--- src/rtl/countdown_pkg.sv ---
// Shared types and constants for the countdown timer.
// COUNTDOWN_PRESCALER_EN (see countdown_timer.sv) selects the prescaled build.
package countdown_pkg;

  localparam int DEFAULT_WIDTH        = 64;
  localparam int DEFAULT_PRESCALE_DIV = 16;

  typedef enum logic [1:0] {
    IDLE    = 2'd0,
    RUNNING = 2'd1,
    PAUSED  = 2'd2
  } countdown_state_t;

  // Bits needed to hold 0..div-1; never less than one bit.
  function automatic int prescale_w(input int div);
    int w;
    w = 1;
    while (w < 31 && (1 << w) < div) begin
      w = w + 1;
    end
    return w;
  endfunction

endpackage

--- src/rtl/countdown_prescaler.sv ---
// Tick divider: asserts TICK on every DIV-th qualified EN cycle.
// CLR takes priority over EN and returns the count to zero.
module countdown_prescaler
  import countdown_pkg::*;
#(
  parameter int DIV = DEFAULT_PRESCALE_DIV,
  parameter int W   = prescale_w(DEFAULT_PRESCALE_DIV)
) (
  input  logic CLK,
  input  logic RSTN,
  input  logic CLR,
  input  logic EN,
  output logic TICK
);

  logic [W-1:0] cnt;
  logic         at_top;

  assign at_top = (cnt == W'(DIV - 1));

  // Count qualified EN cycles, wrapping after DIV-1.
  always_ff @(posedge CLK) begin
    if (!RSTN) begin
      cnt <= '0;
    end else if (CLR) begin
      cnt <= '0;
    end else if (EN) begin
      cnt <= at_top ? '0 : cnt + W'(1);
    end
  end

  // The wrap cycle is the decrement opportunity for the timer.
  always_comb begin
    TICK = EN && at_top;
  end

endmodule

--- src/rtl/countdown_timer.sv ---
// Loadable, pausable down-counter with one-cycle expiry pulse,
// one-shot or auto-reload operation.
// Optional: define COUNTDOWN_PRESCALER_EN to decrement only every
// PRESCALE_DIV qualified EN cycles.
//
// state   | meaning
// --------+------------------------------------------------
// IDLE    | loaded or expired, waiting for START
// RUNNING | decrementing on each tick
// PAUSED  | stopped by STOP, VALUE held, START resumes
module countdown_timer
  import countdown_pkg::*;
#(
  parameter int WIDTH        = DEFAULT_WIDTH,
  parameter int PRESCALE_DIV = DEFAULT_PRESCALE_DIV
) (
  input  logic             CLK,
  input  logic             RSTN,
  input  logic             EN,
  input  logic             LOAD,
  input  logic [WIDTH-1:0] LOAD_VALUE,
  input  logic             START,
  input  logic             STOP,
  input  logic             PERIODIC,
  output logic [WIDTH-1:0] VALUE,
  output logic             EXPIRED,
  output logic             BUSY
);

  if (PRESCALE_DIV < 2 || PRESCALE_DIV > 65535) begin : g_bad_prescale
    $error("countdown_timer: PRESCALE_DIV must be in 2..65535");
  end

  countdown_state_t state_q, state_d;
  logic [WIDTH-1:0] value_q, value_d;
  logic [WIDTH-1:0] reload_q, reload_d;
  logic             expired_q, expired_d;

  logic tick;
  logic running;
  logic start_ok;
  logic expire_evt;

  // LOAD outranks STOP, and STOP outranks START; these decodes bake that in.
  assign running    = (state_q == RUNNING);
  assign start_ok   = !LOAD && !STOP && START && !running && (value_q != '0);
  assign expire_evt = !LOAD && !STOP && running && tick && (value_q == WIDTH'(1));

`ifdef COUNTDOWN_PRESCALER_EN
  localparam int PRESCALE_W = prescale_w(PRESCALE_DIV);

  logic pre_en;
  logic pre_clr;

  // A STOP or LOAD cycle is not a counting cycle, so it does not advance the prescaler.
  assign pre_en  = EN && running && !LOAD && !STOP;
  assign pre_clr = LOAD || start_ok || expire_evt;

  countdown_prescaler #(
    .DIV (PRESCALE_DIV),
    .W   (PRESCALE_W)
  ) u_prescaler (
    .CLK  (CLK),
    .RSTN (RSTN),
    .CLR  (pre_clr),
    .EN   (pre_en),
    .TICK (tick)
  );
`else
  assign tick = EN;
`endif

  // State and datapath registers; reset overrides every input.
  always_ff @(posedge CLK) begin
    if (!RSTN) begin
      state_q   <= IDLE;
      value_q   <= '0;
      reload_q  <= '0;
      expired_q <= 1'b0;
    end else begin
      state_q   <= state_d;
      value_q   <= value_d;
      reload_q  <= reload_d;
      expired_q <= expired_d;
    end
  end

  // Next-state and next-count decode in command priority order.
  always_comb begin
    state_d   = state_q;
    value_d   = value_q;
    reload_d  = reload_q;
    expired_d = 1'b0;

    if (LOAD) begin
      value_d  = LOAD_VALUE;
      reload_d = LOAD_VALUE;
      state_d  = IDLE;
    end else begin
      unique case (state_q)
        RUNNING: begin
          if (STOP) begin
            state_d = PAUSED;
          end else if (value_q == '0) begin
            // Only reachable with a zero reload; park safely rather than wrap.
            state_d = IDLE;
          end else if (tick) begin
            if (value_q == WIDTH'(1)) begin
              expired_d = 1'b1;
              if (PERIODIC) begin
                value_d = reload_q;
              end else begin
                value_d = '0;
                state_d = IDLE;
              end
            end else begin
              value_d = value_q - WIDTH'(1);
            end
          end
        end
        IDLE, PAUSED: begin
          if (start_ok) begin
            state_d = RUNNING;
          end
        end
        default: begin
          state_d = IDLE;
        end
      endcase
    end
  end

  // Outputs come straight from registers.
  always_comb begin
    VALUE   = value_q;
    EXPIRED = expired_q;
    BUSY    = (state_q == RUNNING);
  end

endmodule

--- config.mk ---
export PLATFORM = sky130hd
export DESIGN_NAME = countdown_timer
export DESIGN_NICKNAME = d
export VERILOG_FILES = /design/src/rtl/countdown_pkg.sv /design/src/rtl/countdown_prescaler.sv /design/src/rtl/countdown_timer.sv
export SDC_FILE = /design/constraint.sdc
export NUM_CORES = 1
export LEC_CHECK = 0
export CAP_MARGIN = 40
export CORE_MARGIN = 2
export CORE_UTILIZATION = 30
export CTS_CLUSTER_DIAMETER = 120
export DETAILED_ROUTE_END_ITERATION = 10
export GPL_TIMING_DRIVEN = 0
export REMOVE_ABC_BUFFERS = 1
export SETUP_SLACK_MARGIN = 0.5
export SLEW_MARGIN = 10
export SYNTH_ARGS = -nofsm -noshare
export SYNTH_HDL_FRONTEND = slang
export SYNTH_SLANG_ARGS = --single-unit
--- constraint.sdc ---
create_clock -name CLK -period 3.9 [get_ports CLK]
set_input_delay 0.39 -clock CLK [delete_from_list [all_inputs] [get_ports CLK]]
set_output_delay 0.39 -clock CLK [all_outputs]
set_load 0.02 [all_outputs]
* Yosys cells after proc, flatten, opt, wreduce, memory -nomap -nowiden
Index checks and enable logic that the tools add are counted.
Widths: inputs -> output; s select.
** Word-level totals
- Register bits after elaboration :: 131
- Latch bits :: 0
- Bits in writable memories :: 0
- Memory bits (read-only) :: 0
- Bits of input ports :: 71
- Logic and storage cells :: 49
- Memories kept :: 0
** Operators by class
- Add/sub/neg operators :: 1
- $mul :: 0
- Divide/modulo/power cells :: 0
- Order comparisons :: 0
- Equality and inequality tests :: 9
- Shift-type cells :: 0
- Multiplexer cells :: 15
- Bitwise operators :: 3
- Reductions and logical operators :: 17
** Operator list (number)
- $mux 64 :: 7
- $eq 64x1->1 const B :: 1
- $logic_not 64->1 :: 1
- $reduce_bool 64->1 :: 1
- $sub 64x1->64 const B :: 1
- $mux 2 :: 6
- $ne 4x3->1 const B :: 2
- $reduce_and 4->1 :: 2
- $ne 2x2->1 const B :: 3
- $reduce_or 6->1 :: 1
- $logic_and 1x1->1 :: 4
- $ne 4x2->1 const B :: 1
- $pmux 2 s2 :: 1
- $reduce_bool 2->1 :: 2
- $reduce_or 2->1 :: 2
- $logic_not 1->1 :: 3
- $not 1->1 :: 3
- $eq 2x1->1 const B :: 1
- $eq 2x2->1 const B :: 1
- $logic_not 2->1 :: 1
- $mux 1 :: 1

* Longest topological paths before layout
- Word-level depth :: 7
- Mapped depth :: 10
- Depth with buffers taken out :: 9

* Worst setup path after synthesis
OpenSTA, ideal clock, no wires.
- Path type :: register to register
- Start :: register value_q[24] (netlist: VALUE[24])
- End :: register value_q[61] (netlist: VALUE[61])
- Setup time :: 0.067 ns
- Data arrival time :: 2.720 ns
- Data required time :: 3.833 ns
- Path slack :: 1.113 ns
- Stages on the path, launching flop included :: 9
- Clock period less this slack :: 2.787 ns
- Cell sequence :: dfxtp_1 nor4_4 nand4_2 or4_1 buf_2 or3_4 or4_1 a32o_2 a21oi_2
** On the way
- Cells in the longest elaborated chain, start to end :: 7
** RTL lines
- from (decl) :: RTL line countdown_timer.sv:35 : logic [WIDTH-1:0] value_q, value_d;
- from (signal assigned) :: RTL line countdown_timer.sv:82 : value_q <= value_d;
- $sub 64x1->64 or $eq 64x1->1 (tied branches) :: RTL line countdown_timer.sv:117, countdown_timer.sv:108
- $mux 64 :: RTL line countdown_timer.sv:108 : if (value_q == WIDTH'(1)) begin
- $mux 64 :: RTL line countdown_timer.sv:107 : end else if (tick) begin
- $mux 64 :: RTL line countdown_timer.sv:104 : end else if (value_q == '0) begin
- $mux 64 :: RTL line countdown_timer.sv:102 : if (STOP) begin
- $mux 64 :: RTL line countdown_timer.sv:100 : unique case (state_q)
- $mux 64 :: RTL line countdown_timer.sv:95 : if (LOAD) begin
Parallel ways exist; a longest one is shown, timed or not. The select of a mux whose other input is x is not followed.
A chain may end at the register's enable or synchronous reset.

* Worst setup path in the final report
- Start :: register value_q[9] (netlist: VALUE[9])
- End :: register value_q[51] (netlist: VALUE[51])
Same word-level chain as after synthesis.

==> results.ini <==
[pwr]
powerDensity_mw_per_mm2 = 394
p_leak_nw = 3.44
ir_worst_vdd_uv = 225

[timing]
setup_ws_ns = 0.596
slew_violations = 0
finClkSkew_ns = 0.0149
setup_viol = 0
hold_viol_final = 0
rsz0062_at_grt = yes
slew_headroom_pct = 38.7
post-route-period-util_pct = 84.7
fmax_mhz = 303
tightest_slew_ns = 0.920
fin_crit_ns = 3.30

[detailed_routing]
antenna_left = 0
wl_per_cell_um = 20.5
routed_wl_um = 27100
post_drt_via_cell_ratio = 5.67
drcViolationCount = 0
drtIter0Drc = 733
first_pass_iters = 5
num_vias = 7493

[clock_network]
cts_num_sinks = 131
path_clk_slew_ns = 0.06
cts_buffers = 17
cts_buffer_depth = 2
htree_levels = 4
cts_root_buffer = clkbuf_16
cts_tree = done
cts_hold_buf = 0
clk_latency_ns = 0.43

[setup_path]
arrival_ns = 3.62
worstSetupEndpointType = flip-flop
critPathLaunchType = flip-flop
critPathKind = flip-flop to flip-flop
required_ns = 4.22
cp_max_fo = 9

[placed_design]
dp_hpwl_um = 17300
port_buffers = 136
place_ws_ns = 0.0696
gp_congestion = 0.833
dpl_cell_area_mm2 = 0.00883

[yosys]
synth_area_leaders = dfxtp_1, mux2i_1, nor2_1
synth-xor-area-share_pct = 1.60
yosys.area_share.simple_pct = 25.4
syn_avg_cell_area_um2 = 7.98
ys_async_sr_fraction_pct = 0
yosysWarnings = 0
postSynthCellCount = 889
synth_compound_area_share_pct = 23.8
yosysTopAreaCell = dfxtp_1
seq_area_frac_synth_pct = 37.0
netlist_area_mm2 = 0.00710
ys_seq_elements = 131
synth_ff_type = dfxtp_1
ys_types = 63
synth_top_family_by_area = simple AND/OR/NAND/NOR gates
synthMuxAreaShare_pct = 7.19
synth_top_area_share_pct = 37.0
yosys.cell_count.top_type = dfxtp_1
synth_edf_count = 0
synth_common_cells = dfxtp_1, nor2_1, nand2_1
synthAdderAreaFrac_pct = 0.353

[finish]
diodes = 0
n_fill_cell = 2392
drive_above_1_share_pct = 7.78
synthToLayoutAreaGrowth_pct = 33.3
finalNetCount = 1066
stdcell_area_mm2 = 0.00946

[floorplanning]
die-width_um = 158
start_util_pct = 30.4
dieArea_mm2 = 0.0249
row_count = 56
ios = 137
core_area_mm2 = 0.0233
dieHeight_um = 158

[global_route]
grt_pass1_vias = 7004
track_usage_pct = 21.6
antenna_found_initial = 0
grt_max_degree = 79
grt_pass1_wl_um = 41200
overflow = 0

[run]
cap_violations = 0

[worst_hold_path]
hold_class = flip-flop to flip-flop

[run_status]
status = finished clean

-- final cells by class --
type	count	area (µm²)	area share, %
inverters	13	53.8	0.569
multi-input cells	675	4230	44.8
flip-flops and latches	131	2620	27.7
well taps	319	399	4.22
clock buffers	23	478	5.05
clock inverters	6	32.5	0.344
repair buffers	155	1640	17.3
-- cell usage in the layout, fill, tap and decap left out, types with 5 or more instances in the layout --
cell type,count
clkdlybuf4s50_1,133
dfxtp_1,131
nor2_1,115
nand2_1,66
a21oi_1,57
mux2i_1,51
o21ai_0,45
nand3_1,33
nor3_1,32
nor4_1,20
a31oi_1,19
a311oi_1,19
clkbuf_16,17
or4_1,16
o211ai_1,16
and3_1,15
o31ai_1,15
or3_1,12
o22ai_1,12
o32ai_1,12
inv_1,11
a22oi_1,11
xnor2_1,9
o21ai_1,7
buf_4,7
nand4_1,6
a211oi_1,6
a22o_1,5
clkinv_2,5
-- registers in the layout, indices dropped and copies added (netlist names) --
signal,cells
reload_q,64
VALUE,64
EXPIRED,1
state_q,2
-- worst max-delay path, cell delays in order (launching register included) --
cell and delay, ns:
dfxtp_1 0.41, nor4_4 0.44, nand4_1 0.37, nor4_1 0.45
clkdlybuf4s15_2 0.34, a21boi_1 0.16, buf_4 0.25, nand3_1 0.36
o21ai_0 0.18, a31o_1 0.21
-- cells by family (layout without fill, tap and decap cells) --
| logic type | after synthesis | count (layout) |
|---|---|---|
| AO/OA/AOI/OAI | 256 | 257 |
| adder cells (fa/ha/maj) | 2 | 2 |
| XOR/XNOR | 13 | 13 |
| flip-flops | 131 | 131 |
| buffers and inverters | 85 | 197 |
| AND/OR/NAND/NOR | 351 | 352 |
| multiplexers | 51 | 51 |
-- per-stage QoR --
stage	utilization, %	power [mW]	setup TNS (ns)	cells	hold WS [ns]
after global placement	36.7	2.28	-641.00	1272	0.451
after detailed placement	37.9	2.28	0	1285	0.455
after global routing	40.5	3.88	0	1322	0.479
after floorplan	-	1.91	-34.15	817	0.441
after CTS	40.2	3.73	0	1318	0.462
final	40.5	3.72	0	1322	0.465
-- power breakdown --
group	leakage (nW)	internal [mW]	total [mW]	switching [mW]
Sequential	1.08	1.42	1.53	0.103
Clock	0.254	0.845	1.45	0.607
Combinational	2.11	0.325	0.746	0.421
-- routing by layer --
metal,vias to the layer above,track usage [%],part of all wire (%)
met5,-,0,0
met4,0,6.58,1.8
met3,27,4.33,6.6
met2,299,33.8,47
met1,3609,29.8,45
li1,3558,-,-
-- timing repair --
item                                    4_1_cts  5_1_grt
endpoints found under the setup margin       53       42
pin swaps                                     1        4
setup buffers                                 3        2
endpoints found under the hold margin         0        0
cloned                                        1        1
gates resized for setup                       4        4
-- final timing paths --
| kind | start | endpoint | slack (ns) | cells after the start |
|---|---|---|---|---|
| setup / recovery | VALUE[9] | VALUE[51] | 0.60 | 9 |
| hold / removal | reload_q[61] | reload_q[61] | 0.46 | 2 |
| setup reg to reg | VALUE[9] | VALUE[51] | 0.60 | 9 |
| hold reg to reg | reload_q[61] | reload_q[61] | 0.46 | 2 |
No activity file was read; power rests on OpenSTA's default activity.
